File: src/rtl/wb_pkg.sv
// Shared types and widths for the register-file writeback arbiter.
package wb_pkg;

  localparam int unsigned REG_ADDR_W = 5;
  localparam int unsigned DATA_W     = 32;

  localparam logic [REG_ADDR_W-1:0] ZERO_REG = '0;

  typedef struct packed {
    logic [REG_ADDR_W-1:0] addr;
    logic [DATA_W-1:0]     data;
  } wb_entry_t;

endpackage

File: src/rtl/regfile_wb_arbiter_if.sv
// Writeback bus: pipeline source, long-latency source, stall and the RF write port.
interface regfile_wb_arbiter_if;
  import wb_pkg::*;

  logic                  pipe_wr_en;
  logic [REG_ADDR_W-1:0] pipe_wr_addr;
  logic [DATA_W-1:0]     pipe_wr_data;
  logic                  lq_valid;
  logic                  lq_ready;
  logic [REG_ADDR_W-1:0] lq_addr;
  logic [DATA_W-1:0]     lq_data;
  logic                  pipe_stall;
  logic [REG_ADDR_W-1:0] write_address;
  logic [DATA_W-1:0]     write_data;
  logic                  CTRL_RegWrite;

  modport master (
    output pipe_wr_en, pipe_wr_addr, pipe_wr_data, lq_valid, lq_addr, lq_data,
    input  lq_ready, pipe_stall, write_address, write_data, CTRL_RegWrite
  );

  modport slave (
    input  pipe_wr_en, pipe_wr_addr, pipe_wr_data, lq_valid, lq_addr, lq_data,
    output lq_ready, pipe_stall, write_address, write_data, CTRL_RegWrite
  );

endinterface

File: src/rtl/wb_fifo.sv
// In-order FIFO of pending long-latency writes; exposes per-entry valid/addr for the scoreboard.
module wb_fifo
  import wb_pkg::*;
#(
  parameter int unsigned DEPTH = 4
) (
  input  logic                                 clk,
  input  logic                                 rst_n,
  input  logic                                 push,
  input  wb_entry_t                            push_entry,
  input  logic                                 pop,
  output wb_entry_t                            head,
  output logic                                 full,
  output logic                                 empty,
  output logic [DEPTH-1:0]                     ent_valid,
  output logic [DEPTH-1:0][REG_ADDR_W-1:0]     ent_addr
);

  localparam int unsigned PTR_W = (DEPTH > 1) ? $clog2(DEPTH) : 1;
  localparam int unsigned CNT_W = $clog2(DEPTH + 1);

  wb_entry_t [DEPTH-1:0] mem_q;
  logic [DEPTH-1:0]      valid_q;
  logic [PTR_W-1:0]      wr_ptr_q;
  logic [PTR_W-1:0]      rd_ptr_q;
  logic [CNT_W-1:0]      count_q;
  logic                  push_ok;
  logic                  pop_ok;

  assign full    = (count_q == CNT_W'(DEPTH));
  assign empty   = (count_q == '0);
  assign push_ok = push && !full;
  assign pop_ok  = pop && !empty;
  assign head    = mem_q[rd_ptr_q];

  always_comb begin
    ent_valid = valid_q;
    for (int unsigned i = 0; i < DEPTH; i++) begin
      ent_addr[i] = mem_q[i].addr;
    end
  end

  // Pointers wrap naturally since DEPTH is a power of two.
  always_ff @(posedge clk or negedge rst_n) begin
    if (!rst_n) begin
      wr_ptr_q <= '0;
      rd_ptr_q <= '0;
      count_q  <= '0;
      valid_q  <= '0;
    end else begin
      if (pop_ok) begin
        rd_ptr_q          <= rd_ptr_q + PTR_W'(1);
        valid_q[rd_ptr_q] <= 1'b0;
      end
      if (push_ok) begin
        wr_ptr_q          <= wr_ptr_q + PTR_W'(1);
        valid_q[wr_ptr_q] <= 1'b1;
      end
      count_q <= count_q + CNT_W'(push_ok) - CNT_W'(pop_ok);
    end
  end

  always_ff @(posedge clk) begin
    if (push_ok) mem_q[wr_ptr_q] <= push_entry;
  end

endmodule

File: src/rtl/regfile_wb_arbiter.sv
// Register-file write-port arbiter: pipeline writeback wins, long-latency results queue behind it.
// Optional macro WB_FWD_EN adds commit-cycle forwarding ports for the scoreboard queries.
module regfile_wb_arbiter
  import wb_pkg::*;
#(
  parameter int unsigned DEPTH        = 4,
  parameter int unsigned STARVE_LIMIT = 8
) (
  input  logic                  clk,
  input  logic                  rst_n,
  regfile_wb_arbiter_if.slave   wb,
  input  logic [REG_ADDR_W-1:0] rd_addr1,
  input  logic [REG_ADDR_W-1:0] rd_addr2,
  output logic                  rd_busy1,
  output logic                  rd_busy2
`ifdef WB_FWD_EN
  ,
  output logic                  fwd_valid1,
  output logic                  fwd_valid2,
  output logic [DATA_W-1:0]     fwd_data1,
  output logic [DATA_W-1:0]     fwd_data2
`endif
);

  localparam int unsigned STARVE_W = $clog2(STARVE_LIMIT + 1);

  logic                           pipe_sel;
  logic                           fifo_push;
  logic                           fifo_pop;
  logic                           fifo_full;
  logic                           fifo_empty;
  wb_entry_t                      fifo_head;
  wb_entry_t                      lq_entry;
  logic [DEPTH-1:0]               ent_valid;
  logic [DEPTH-1:0][REG_ADDR_W-1:0] ent_addr;

  logic                  out_we_q, out_we_nxt;
  logic [REG_ADDR_W-1:0] out_addr_q, out_addr_nxt;
  logic [DATA_W-1:0]     out_data_q, out_data_nxt;
  logic [STARVE_W-1:0]   starve_q, starve_nxt;
  logic                  stall_q, stall_nxt;

  logic hit1, hit2, out_hit1, out_hit2, nz1, nz2;

  assign lq_entry  = '{addr: wb.lq_addr, data: wb.lq_data};
  assign pipe_sel  = wb.pipe_wr_en && (wb.pipe_wr_addr != ZERO_REG);
  assign fifo_push = wb.lq_valid && !fifo_full && (wb.lq_addr != ZERO_REG);
  assign fifo_pop  = !pipe_sel && !fifo_empty;

  wb_fifo #(.DEPTH(DEPTH)) u_fifo (
    .clk        (clk),
    .rst_n      (rst_n),
    .push       (fifo_push),
    .push_entry (lq_entry),
    .pop        (fifo_pop),
    .head       (fifo_head),
    .full       (fifo_full),
    .empty      (fifo_empty),
    .ent_valid  (ent_valid),
    .ent_addr   (ent_addr)
  );

  // Output-stage selection and starvation tracking.
  always_comb begin
    out_we_nxt   = 1'b0;
    out_addr_nxt = out_addr_q;
    out_data_nxt = out_data_q;
    starve_nxt   = starve_q;
    if (pipe_sel) begin
      out_we_nxt   = 1'b1;
      out_addr_nxt = wb.pipe_wr_addr;
      out_data_nxt = wb.pipe_wr_data;
    end else if (fifo_pop) begin
      out_we_nxt   = 1'b1;
      out_addr_nxt = fifo_head.addr;
      out_data_nxt = fifo_head.data;
    end
    if (starve_q == STARVE_W'(STARVE_LIMIT)) begin
      starve_nxt = '0;
    end else if (fifo_empty || fifo_pop) begin
      starve_nxt = '0;
    end else if (pipe_sel) begin
      starve_nxt = starve_q + STARVE_W'(1);
    end
    stall_nxt = (starve_nxt == STARVE_W'(STARVE_LIMIT));
  end

  always_ff @(posedge clk or negedge rst_n) begin
    if (!rst_n) begin
      out_we_q   <= 1'b0;
      out_addr_q <= '0;
      out_data_q <= '0;
      starve_q   <= '0;
      stall_q    <= 1'b0;
    end else begin
      out_we_q   <= out_we_nxt;
      out_addr_q <= out_addr_nxt;
      out_data_q <= out_data_nxt;
      starve_q   <= starve_nxt;
      stall_q    <= stall_nxt;
    end
  end

  assign wb.lq_ready      = !fifo_full;
  assign wb.pipe_stall    = stall_q;
  assign wb.write_address = out_addr_q;
  assign wb.write_data    = out_data_q;
  assign wb.CTRL_RegWrite = out_we_q;

  // Scoreboard compare against queued entries and the committing output stage.
  always_comb begin
    hit1 = 1'b0;
    hit2 = 1'b0;
    for (int unsigned i = 0; i < DEPTH; i++) begin
      if (ent_valid[i] && (ent_addr[i] == rd_addr1)) hit1 = 1'b1;
      if (ent_valid[i] && (ent_addr[i] == rd_addr2)) hit2 = 1'b1;
    end
  end

  assign nz1      = (rd_addr1 != ZERO_REG);
  assign nz2      = (rd_addr2 != ZERO_REG);
  assign out_hit1 = out_we_q && (out_addr_q == rd_addr1);
  assign out_hit2 = out_we_q && (out_addr_q == rd_addr2);

`ifdef WB_FWD_EN
  // The committing value is forwarded, so only queued writes keep decode stalled.
  assign rd_busy1   = nz1 && hit1;
  assign rd_busy2   = nz2 && hit2;
  assign fwd_valid1 = nz1 && out_hit1;
  assign fwd_valid2 = nz2 && out_hit2;
  assign fwd_data1  = out_data_q;
  assign fwd_data2  = out_data_q;
`else
  assign rd_busy1 = nz1 && (hit1 || out_hit1);
  assign rd_busy2 = nz2 && (hit2 || out_hit2);
`endif

  // The pipeline is required to hold off while a stall is signalled.
  always @(posedge clk) begin
    if (rst_n && stall_q) begin
      assert (!wb.pipe_wr_en) else $error("pipeline writeback issued during pipe_stall");
    end
  end

endmodule

File: src/flat_wrapper.sv
// flat-port wrapper written by rule: the top's interface ports become plain ports
module regfile_wb_arbiter_flat import wb_pkg::*;
#(
  parameter int unsigned DEPTH        = 4,
  parameter int unsigned STARVE_LIMIT = 8
)
  (clk, rst_n, rd_addr1, rd_addr2, rd_busy1, rd_busy2, wb_pipe_wr_en, wb_pipe_wr_addr, wb_pipe_wr_data, wb_lq_valid, wb_lq_addr, wb_lq_data, wb_lq_ready, wb_pipe_stall, wb_write_address, wb_write_data, wb_CTRL_RegWrite);
  regfile_wb_arbiter_if wb_i ();
  input  logic clk;
  input  logic rst_n;
  input  logic [REG_ADDR_W-1:0] rd_addr1;
  input  logic [REG_ADDR_W-1:0] rd_addr2;
  output logic rd_busy1;
  output logic rd_busy2;
  input wire logic [$bits(wb_i.pipe_wr_en)-1:0] wb_pipe_wr_en;
  input wire logic [$bits(wb_i.pipe_wr_addr)-1:0] wb_pipe_wr_addr;
  input wire logic [$bits(wb_i.pipe_wr_data)-1:0] wb_pipe_wr_data;
  input wire logic [$bits(wb_i.lq_valid)-1:0] wb_lq_valid;
  input wire logic [$bits(wb_i.lq_addr)-1:0] wb_lq_addr;
  input wire logic [$bits(wb_i.lq_data)-1:0] wb_lq_data;
  output wire logic [$bits(wb_i.lq_ready)-1:0] wb_lq_ready;
  output wire logic [$bits(wb_i.pipe_stall)-1:0] wb_pipe_stall;
  output wire logic [$bits(wb_i.write_address)-1:0] wb_write_address;
  output wire logic [$bits(wb_i.write_data)-1:0] wb_write_data;
  output wire logic [$bits(wb_i.CTRL_RegWrite)-1:0] wb_CTRL_RegWrite;
  assign wb_i.pipe_wr_en = wb_pipe_wr_en;
  assign wb_i.pipe_wr_addr = wb_pipe_wr_addr;
  assign wb_i.pipe_wr_data = wb_pipe_wr_data;
  assign wb_i.lq_valid = wb_lq_valid;
  assign wb_i.lq_addr = wb_lq_addr;
  assign wb_i.lq_data = wb_lq_data;
  assign wb_lq_ready = wb_i.lq_ready;
  assign wb_pipe_stall = wb_i.pipe_stall;
  assign wb_write_address = wb_i.write_address;
  assign wb_write_data = wb_i.write_data;
  assign wb_CTRL_RegWrite = wb_i.CTRL_RegWrite;
  regfile_wb_arbiter #(.DEPTH(DEPTH), .STARVE_LIMIT(STARVE_LIMIT)) u_core (.clk(clk), .rst_n(rst_n), .wb(wb_i), .rd_addr1(rd_addr1), .rd_addr2(rd_addr2), .rd_busy1(rd_busy1), .rd_busy2(rd_busy2));
endmodule
File: config.mk
export PLATFORM = sky130hd
export DESIGN_NAME = regfile_wb_arbiter_flat
export DESIGN_NICKNAME = d
export VERILOG_FILES = /design/src/rtl/wb_pkg.sv /design/src/rtl/regfile_wb_arbiter_if.sv /design/src/rtl/wb_fifo.sv /design/src/rtl/regfile_wb_arbiter.sv /design/src/flat_wrapper.sv
export SDC_FILE = /design/constraint.sdc
export NUM_CORES = 1
export LEC_CHECK = 0
export CAP_MARGIN = 25
export CORE_ASPECT_RATIO = 1.5
export CORE_MARGIN = 4
export CORE_UTILIZATION = 40
export CTS_CLUSTER_SIZE = 40
export DETAILED_ROUTE_END_ITERATION = 7
export MAX_ROUTING_LAYER = met4
export PLACE_DENSITY = 0.64
export SLEW_MARGIN = 20
export SYNTH_ARGS = -nofsm -noshare
export SYNTH_HDL_FRONTEND = slang
export SYNTH_SLANG_ARGS = --single-unit
File: constraint.sdc
create_clock -name clk -period 3.5 [get_ports clk]
set_input_delay 1.05 -clock clk [delete_from_list [all_inputs] [get_ports clk]]
set_output_delay 1.05 -clock clk [all_outputs]
set_load 0.02 [all_outputs]
==> Word-level counts from Yosys, hierarchy flattened <==
Index checks and enable logic that the tools add are counted.
{ "word_totals": {"reg_bits": 202, "input_bits": 88, "out_inout_bits": 42, "elab_cells": 102} }
{ "op_classes": {"n_addsub": 5, "magnitude_cmp": 4, "n_eq_ne": 13, "n_mux": 28, "bitwise": 3, "reduce_logical": 32} }
{ "op_table": {"columns": ["op", "n"], "rows": [
  ["148-bit bitwise mux", 1],
  ["37-bit binary-select mux with 2-bit select", 1],
  ["37-bit demux with 2-bit select", 1],
  ["37-bit two-way mux", 2],
  ["32-bit two-way mux", 2],
  ["5-bit == test", 10],
  ["1-bit logical AND", 20],
  ["4-bit two-way mux", 5],
  ["5-bit nonzero test", 4],
  ["1-bit two-way mux", 12],
  ["5-bit two-way mux", 2],
  ["4-bit == test (second input constant)", 2],
  ["2-bit by 3-bit less-than comparator with 1-bit output (second input constant)", 2],
  ["2-bit by 1-bit adder with 2-bit output (second input constant)", 2],
  ["4-bit by 1-bit adder with 4-bit output (second input constant)", 1],
  ["4-bit bitwise AND", 1],
  ["1-bit demux with 2-bit select", 2],
  ["2-bit by 1-bit >= comparator with 1-bit output (second input constant)", 2],
  ["4-bit inverter", 1],
  ["4-bit bitwise OR", 1],
  ["3-bit by 1-bit adder with 3-bit output", 1],
  ["3-bit == test (second input constant)", 1],
  ["1-bit zero test", 3],
  ["3-bit zero test", 1],
  ["other kinds (3)", 5]
]} }

==> Logic depth before layout (Yosys ltp) <==
Gate-level depths: netlist (run 1).
{ "logic_depth": {"ltp_word": 9, "mapped_depth": 11, "depth_no_buf": 10} }

==> Cells and area by module <==
From an unflattened synthesis (run 1), not the netlist that was laid out.
{ "hier_totals": {"hier_cells": 556, "area_unflattened_um2": 8917.3} }
{ "modules_own_cells": {"columns": ["module", "instances", "cells_each", "area_per_inst_um2", "seq_area_each_um2"], "rows": [
  ["wb_fifo", 1, 276, 6195.9, 4719.5],
  ["regfile_wb_arbiter", 1, 280, 2721.4, 1076.0]
]} }

==> Least setup slack after synthesis (run 1) <==
Ideal clock, no wire load.
{ "synth_path": {"path_kind": "input -> register", "startpoint": "input wb_pipe_wr_addr[1]", "endpoint": "register u_core.u_fifo.count_q[2]", "setup_ps": 123, "arrival_ps": 3104, "required_ps": 3377, "setup_slack_ps": 273, "path_stages": 10, "path_buffers": 1, "cell_sequence": "or4_4 o21a_1 buf_6 or2_1 xnor2_1 ha_1 inv_1 fa_1 xnor2_1 xnor2_1"} }
{ "synth_between": {"elab_chain_len": 6} }
{ "synth_lines": {"columns": ["element", "line_no", "text"], "rows": [
  ["from (decl)", "flat_wrapper.sv:16", "input wire logic [$bits(wb_i.pipe_wr_addr)-1:0] wb_pipe_wr_addr;"],
  ["5-bit nonzero test", "regfile_wb_arbiter.sv:46", "assign pipe_sel = wb.pipe_wr_en && (wb.pipe_wr_addr != ZERO_REG);"],
  ["1-bit logical AND", "regfile_wb_arbiter.sv:46", null],
  ["1-bit zero test", "regfile_wb_arbiter.sv:48", "assign fifo_pop = !pipe_sel && !fifo_empty;"],
  ["1-bit logical AND", "regfile_wb_arbiter.sv:48", null],
  ["1-bit logical AND", "wb_fifo.sv:33", "assign pop_ok = pop && !empty;"],
  ["3-bit by 1-bit subtractor with 3-bit output", "wb_fifo.sv:59", "count_q <= count_q + CNT_W'(push_ok) - CNT_W'(pop_ok);"],
  ["to (signal assigned)", "wb_fifo.sv:59", null],
  ["to (decl)", "wb_fifo.sv:26", "logic [CNT_W-1:0] count_q;"]
]} }
Every way passes these cells.
A chain may end at the register's enable or synchronous reset.

==> Worst setup path after layout (run 1) <==
{ "layout_path": {"startpoint": "input rd_addr1[4]", "endpoint": "output rd_busy1"} }
{ "layout_between": {"elab_chain_len": 8, "word_cells_on_any_way": 17, "classes_between": "eq/ne (5); mux (4); reduce/logical (8)"} }
{ "layout_lines": {"columns": ["element", "line_no", "text"], "rows": [
  ["from (decl)", "flat_wrapper.sv:11", "input logic [REG_ADDR_W-1:0] rd_addr1;"],
  ["5-bit == test", "regfile_wb_arbiter.sv:115", "if (ent_valid[i] && (ent_addr[i] == rd_addr1)) hit1 = 1'b1;"],
  ["1-bit logical AND", "regfile_wb_arbiter.sv:115", null],
  ["1-bit two-way mux (4 in a row)", "regfile_wb_arbiter.sv:115", null],
  ["1-bit logical OR", "regfile_wb_arbiter.sv:134", "assign rd_busy1 = nz1 && (hit1 || out_hit1);"],
  ["1-bit logical AND (*)", "regfile_wb_arbiter.sv:134", null],
  ["to (decl)", "flat_wrapper.sv:13", "output logic rd_busy1;"]
]} }
Every way passes the cells marked *; elsewhere a longest branch is shown, timed or not.

==> results of run 1 <==
[worst register-to-register path: cells and delay by family (launching register included)]
family | cells | cell delay (ps)
DFF | 1 | 900
muxes | 2 | 690
buffers and inverters | 1 | 290
AOI/OAI and AO/OA | 1 | 90
[synthesized netlist by cell type]
| cell | instances |
|---|---|
| buf_6 | 3 |
| nor3_2 | 1 |
| mux2_2 | 1 |
| ha_1 | 11 |
| o21ai_1 | 5 |
| fa_1 | 1 |
| buf_2 | 9 |
| and2_1 | 4 |
| mux4_2 | 37 |
| xor2_1 | 40 |
| or4_1 | 2 |
| o21ai_0 | 35 |
| nor2_1 | 6 |
| inv_1 | 9 |
| or2_1 | 1 |
| a22o_1 | 4 |
| nand2_1 | 49 |
| a21oi_1 | 3 |
| dfrtp_1 | 54 |
| nor3b_1 | 1 |
| o22a_1 | 2 |
| edfxtp_1 | 148 |
| nor4_1 | 10 |
| mux2i_1 | 38 |
| nor2_4 | 1 |
| nor3_1 | 3 |
| or4_4 | 1 |
| o21a_1 | 1 |
| buf_4 | 1 |
| nor4b_2 | 1 |
| xnor2_1 | 16 |
| nand3_1 | 12 |
| buf_1 | 1 |
| clkbuf_1 | 17 |
[layer usage]
layer  wire (um)  up-vias  GRT usage [%]
met3         670       28           2.23
li1            -     2272              -
met2       10600      113           29.9
met5           0        -              -
met4         429        0           5.04
met1        7410     2473           19.1
[final timing paths]
check	end	slack, ps	from
hold reg to reg	u_core.starve_q[0]	500	u_core.starve_q[0]
setup / recovery	rd_busy1	90	rd_addr1[4]
hold / removal	u_core.starve_q[3]	500	rst_n
max in group asynchronous	u_core.wb.write_data[19]	2290	rst_n
min in group clk	u_core.starve_q[0]	500	u_core.starve_q[0]
setup reg to reg	u_core.wb.write_data[2]	1380	u_core.u_fifo.rd_ptr_q[0]
[final cells by class]
| cell class | instances | area share, % |
|---|---|---|
| clock buffer | 30 | 5.02 |
| clock inverter | 6 | 0.344 |
| sequential | 202 | 53.1 |
| multi-input combinational | 286 | 24.0 |
| timing repair buffer | 155 | 14.1 |
| tap | 268 | 3.07 |
| inverter | 9 | 0.310 |
[power by group through the flow]
stage | clock network [mW] | registers [mW] | logic (mW)
final | 1.93 | 3.61 | 2.66
after global routing | 2.08 | 3.68 | 2.90
after CTS | 1.98 | 3.69 | 2.63
after detailed placement | 0 | 3.74 | 2.63
after global placement | 0 | 3.71 | 2.58
after floorplan | 0 | 3.66 | 1.56
[stage by stage]
stage / utilization [%] / power, mW
after floorplan: - / 5.22
after global placement: 48.9 / 6.29
after detailed placement: 48.9 / 6.37
after CTS: 51.7 / 8.30
after global routing: 51.8 / 8.67
final: 51.8 / 8.19
[cells in the final DEF (no fill, tap or decap), drive strengths merged]
cell type      count
a21oi              3
mux2i             38
o22a               2
o21a               1
xnor2             16
xor2              40
mux2               1
and2               4
inv                9
nor2               7
clkinv             6
o21ai             40
nand3             12
nor3b              1
edfxtp           148
clkdlybuf4s50    116
dfrtp             54
dlygate4sd2        4
clkdlybuf4s15      1
buf               29
nor4              10
nor4b              1
a22o               4
clkbuf            35
ha                11
fa                 1
or4                3
nand2             49
or2                1
mux4              37
nor3               4
[registers in the layout, summed over array words and instances, names as in the netlist]
signal / cells
u_core.u_fifo.ent_addr: 20
u_core.starve_q: 4
u_core.u_fifo.ent_valid: 4
u_core.u_fifo.wr_ptr_q: 2
u_core.wb.CTRL_RegWrite: 1
u_core.wb.write_address: 5
u_core.wb.write_data: 32
u_core.wb.pipe_stall: 1
u_core.u_fifo.mem_q: 128
u_core.u_fifo.count_q: 3
u_core.u_fifo.rd_ptr_q: 2
[cells by family (layout without fill, tap and decap cells)]
kind of cell / count (synthesis) / after routing / synth area share [%]
flops: 202 / 202 / 67.6
simple gates: 92 / 92 / 5.19
mux: 76 / 76 / 14.3
xor+xnor: 56 / 56 / 5.72
compound gates: 50 / 50 / 3.21
buf+inv: 40 / 200 / 2.19
fa+ha+maj: 12 / 12 / 1.84
[what timing repair did]
| action | in CTS | in global routing |
|---|---|---|
| pin swaps | 4 | 7 |
| gates resized for setup | 24 | 13 |
| endpoints found under the setup margin | 2 | 2 |
| setup buffers | 0 | 0 |
==> run metrics, run 1 <==
Avg Cell Area, Syn 16.2 um^2; Routed Antenna Nets 0; crit path max fanout 4; internal power 5.65 mW; gpl congestion 0.850; Fmax 293 MHz; initial antenna violation count 0; # setup viols final 0; nets 774; Synth area leader edfxtp_1; GRT overflow 0; hold_ws 495 ps; syn nets 628; I/O pin cnt 130; starting density of the core 40.7%; routed length per placed instance 20.0 um; I/O Buffers 129; CP Cell Sequence dlygate4sd2_1 -> buf_6 -> xor2_2 -> nor4_1 -> nand3_1 -> nand3_1 -> o22a_1 -> buf_4; crit-path leading delay family buffers and inverters; proportion of layout cells with a drive suffix above 1 15.8%; Max-slew headroom 45.7%; Cell variety after synth 34; H-tree levels 1; Placed Instances 919; register area share after synthesis 67.6%; pre-CTS WS -704 ps; period utilization 97.4%; Startpoint Class input pin; area of the multi-input gates 0.00262 mm^2; Clock power frac 23.5%; Crit. End Element primary output; synthesized cell area 0.00858 mm^2; via count 4886; Power per Cell Area 751 mW/mm^2; die area 0.0239 mm^2; worst path required time 2450 ps; FF+latch area 0.00580 mm^2; core area 0.0211 mm^2; final worst slack 92.7 ps; CP dominant cell by count nand3_1; MaxCap Viol Count 0; Leak 3.89 nW; iteration-0 DRC count of the detailed router 252; Final Hold Fails 0; largest net degree at the start of global routing 71; Pins Over Slew Limit 0; post-DP HPWL 13300 um; minimum clock period 3410 ps; DRC Markers 0; Reg2Reg Depth 4; sequential power share 44.1%; worst path buffer plus inverter count 3; setup TNS 0 ps; vias in the first global route 5494; Synth area leaders edfxtp_1 (52%), dfrtp_1 (16%), mux4_2 (9.7%), mux2i_1 (4.4%), xor2_1 (4.1%); CTS tree yes; post-synthesis register bit count 202; P_sw 2.55 mW; status completed; Setup CP Type in -> out; sw frac 31.1%; skew final 12.0 ps; synth-to-layout area growth 27.2%; synth warn 0; worst-case clock buffer depth 3; die width 128 um; top cell type's share of synthesized area 51.8%; First-pass DRT Iterations 6; Post-DP Area 0.0103 mm^2; # rows 65; Hold Buf Count CTS 0; final instance area 0.0109 mm^2; non-filler cells, final 956; drt total wl 19100 um; CP max stage delay 270 ps; CTS clk-pin slew, worst paths 60 ps; unrepaired setup endpoints after global routing false; Mapped Cells 528; Combinational Power Share 32.4%; CP arrival 2360 ps; total track usage 16.6%; Num Clock Sinks 202; CP Depth 8; Die Span Y 187 um; Num CTS Buffers 20; clock root buffer clkbuf_16; peak supply drop 0.404 mV; first-pass GRT wire length 30200 um; Clock Latency Late Sink 490 ps; diode count 0; FILL cells 1757; Crit-path slowest cell dlygate4sd2_1; Worst Tran Pin Value 814 ps; HP Class in -> async; Vias/cell 5.11
Power figures use the tool's default switching activity.
==> run 2: changes to the inputs <==
SKIP_LAST_GASP = 1   (was not set)
==> run metrics, run 2 (synthesis gave the netlist of run 1 again) <==
status completed; # setup viols final 0; Die Span Y 187 um; reg2reg setup slack 1380 ps; post-DP HPWL 13300 um; HP Class in -> async; Worst Tran Pin Value 814 ps; Vias/cell 5.11; Num CTS Buffers 20; clock root buffer clkbuf_16; Routed Antenna Nets 0; post-CTS setup buffers 0; unrepaired setup endpoints after global routing true; commonest non-fill, non-tap cell in the layout edfxtp_1; area of the multi-input gates 0.00262 mm^2; initial antenna violation count 0; Setup CP Type in -> out; most frequent cells in the layout edfxtp_1 (148), clkdlybuf4s50_1 (116), dfrtp_1 (52), nand2_1 (49), xor2_1 (39); crit path max fanout 4; Crit. End Element primary output; Hold Buf Count CTS 0; Reg2Reg Depth 4; CTS clk-pin slew, worst paths 60 ps; skew final 12.0 ps; worst-case clock buffer depth 3; Final Hold Fails 0; Biggest register u_core.u_fifo.mem_q; largest net degree at the start of global routing 71; launching point of the worst reg2reg path u_core.u_fifo.rd_ptr_q[0]; Startpoint Class input pin; synth-to-layout area growth 27.2%; GRT overflow 0; Num Clock Sinks 202; FILL cells 1757; die width 128 um; gpl congestion 0.850; Final Util 51.8%; max reg flops 128; Fmax 293 MHz; Leak 3.89 nW; I/O Buffers 129; Power per Cell Area 751 mW/mm^2; peak supply drop 0.404 mV; total track usage 16.6%; FF+latch area 0.00580 mm^2; iteration-0 DRC count of the detailed router 251; hold_ws 495 ps; worst path required time 2450 ps; Design Power 8.19 mW; die area 0.0239 mm^2; Placed Instances 919; non-filler cells, final 956; Crit-path slowest cell dlygate4sd2_1; Clock Latency Late Sink 490 ps; minimum clock period 3410 ps; H-tree levels 1; CP max stage delay 270 ps; # rows 65; I/O pin cnt 130; routed length per placed instance 20.0 um; DRC Markers 0; via count 4886; nets 774; CP arrival 2360 ps; period utilization 97.4%; starting density of the core 40.7%; Max-slew headroom 45.7%; CP dominant cell by count nand3_1; First-pass DRT Iterations 6; vias in the first global route 5494; Pins Over Slew Limit 0; drt total wl 19100 um; diode count 0; CP Cell Sequence dlygate4sd2_1 -> buf_6 -> xor2_2 -> nor4_1 -> nand3_1 -> nand3_1 -> o22a_1 -> buf_4; CTS tree yes; MaxCap Viol Count 0; first-pass GRT wire length 30200 um; proportion of layout cells with a drive suffix above 1 15.8%; core area 0.0211 mm^2; r2r endpoint u_core.wb.write_data[2]
[run 2: cell type report]
cell class,instances,share of cell area (%)
Clock inverter,6,0.344
Multi-Input combinational cell,286,24.0
Inverter,9,0.310
Clock buffer,30,5.02
Tap cell,268,3.07
Timing Repair Buffer,155,14.1
Sequential cell,202,53.1
[run 2: through the flow]
stage / setup TNS, ps / area (um^2) / worst slack (ps)
after floorplan: 0 / 8580 / 273
after global placement: -1540 / 10300 / -719
after detailed placement: -1670 / 10300 / -704
after CTS: 0 / 10900 / 29.7
after global routing: -2.77 / 10900 / -2.77
final: 0 / 10900 / 91.2
[run 2: worst max-delay path: cells and delay by family]
kind / cells / cell delay, ps
AND/OR/NAND/NOR: 3 / 410
buffers and inverters: 3 / 560
XOR/XNOR: 1 / 180
AO/OA/AOI/OAI: 1 / 160
[run 2: worst max-delay path by stage]
stage                                           to          startpoint
final                                     rd_busy1         rd_addr1[4]
after detailed placement                  rd_busy1         rd_addr1[0]
after global placement                    rd_busy1         rd_addr1[0]
after global routing                      rd_busy1         rd_addr1[4]
after floorplan           u_core.u_fifo.count_q[2]  wb_pipe_wr_addr[1]
after CTS                                 rd_busy1         rd_addr1[3]
[run 2: power breakdown]
part           switching, mW  leakage [nW]  total, mW  internal [mW]
clock                  0.840         0.284       1.93           1.09
sequential             0.420          2.00       3.61           3.19
combinational           1.29          1.60       2.66           1.37
total                   2.55          3.89       8.19           5.65
[run 2: routing by layer]
| layer | global-route usage [%] | wire length (um) |
|---|---|---|
| met5 | - | 0 |
| met4 | 5.04 | 429 |
| met1 | 19.1 | 7420 |
| met3 | 2.23 | 670 |
| met2 | 29.9 | 10600 |
[run 2: repair_timing]
item | CTS | global route
endpoints found under the hold margin | 0 | 0
resized for setup | 24 | 13
endpoints found under the setup margin | 2 | 2
pin swaps | 4 | 6
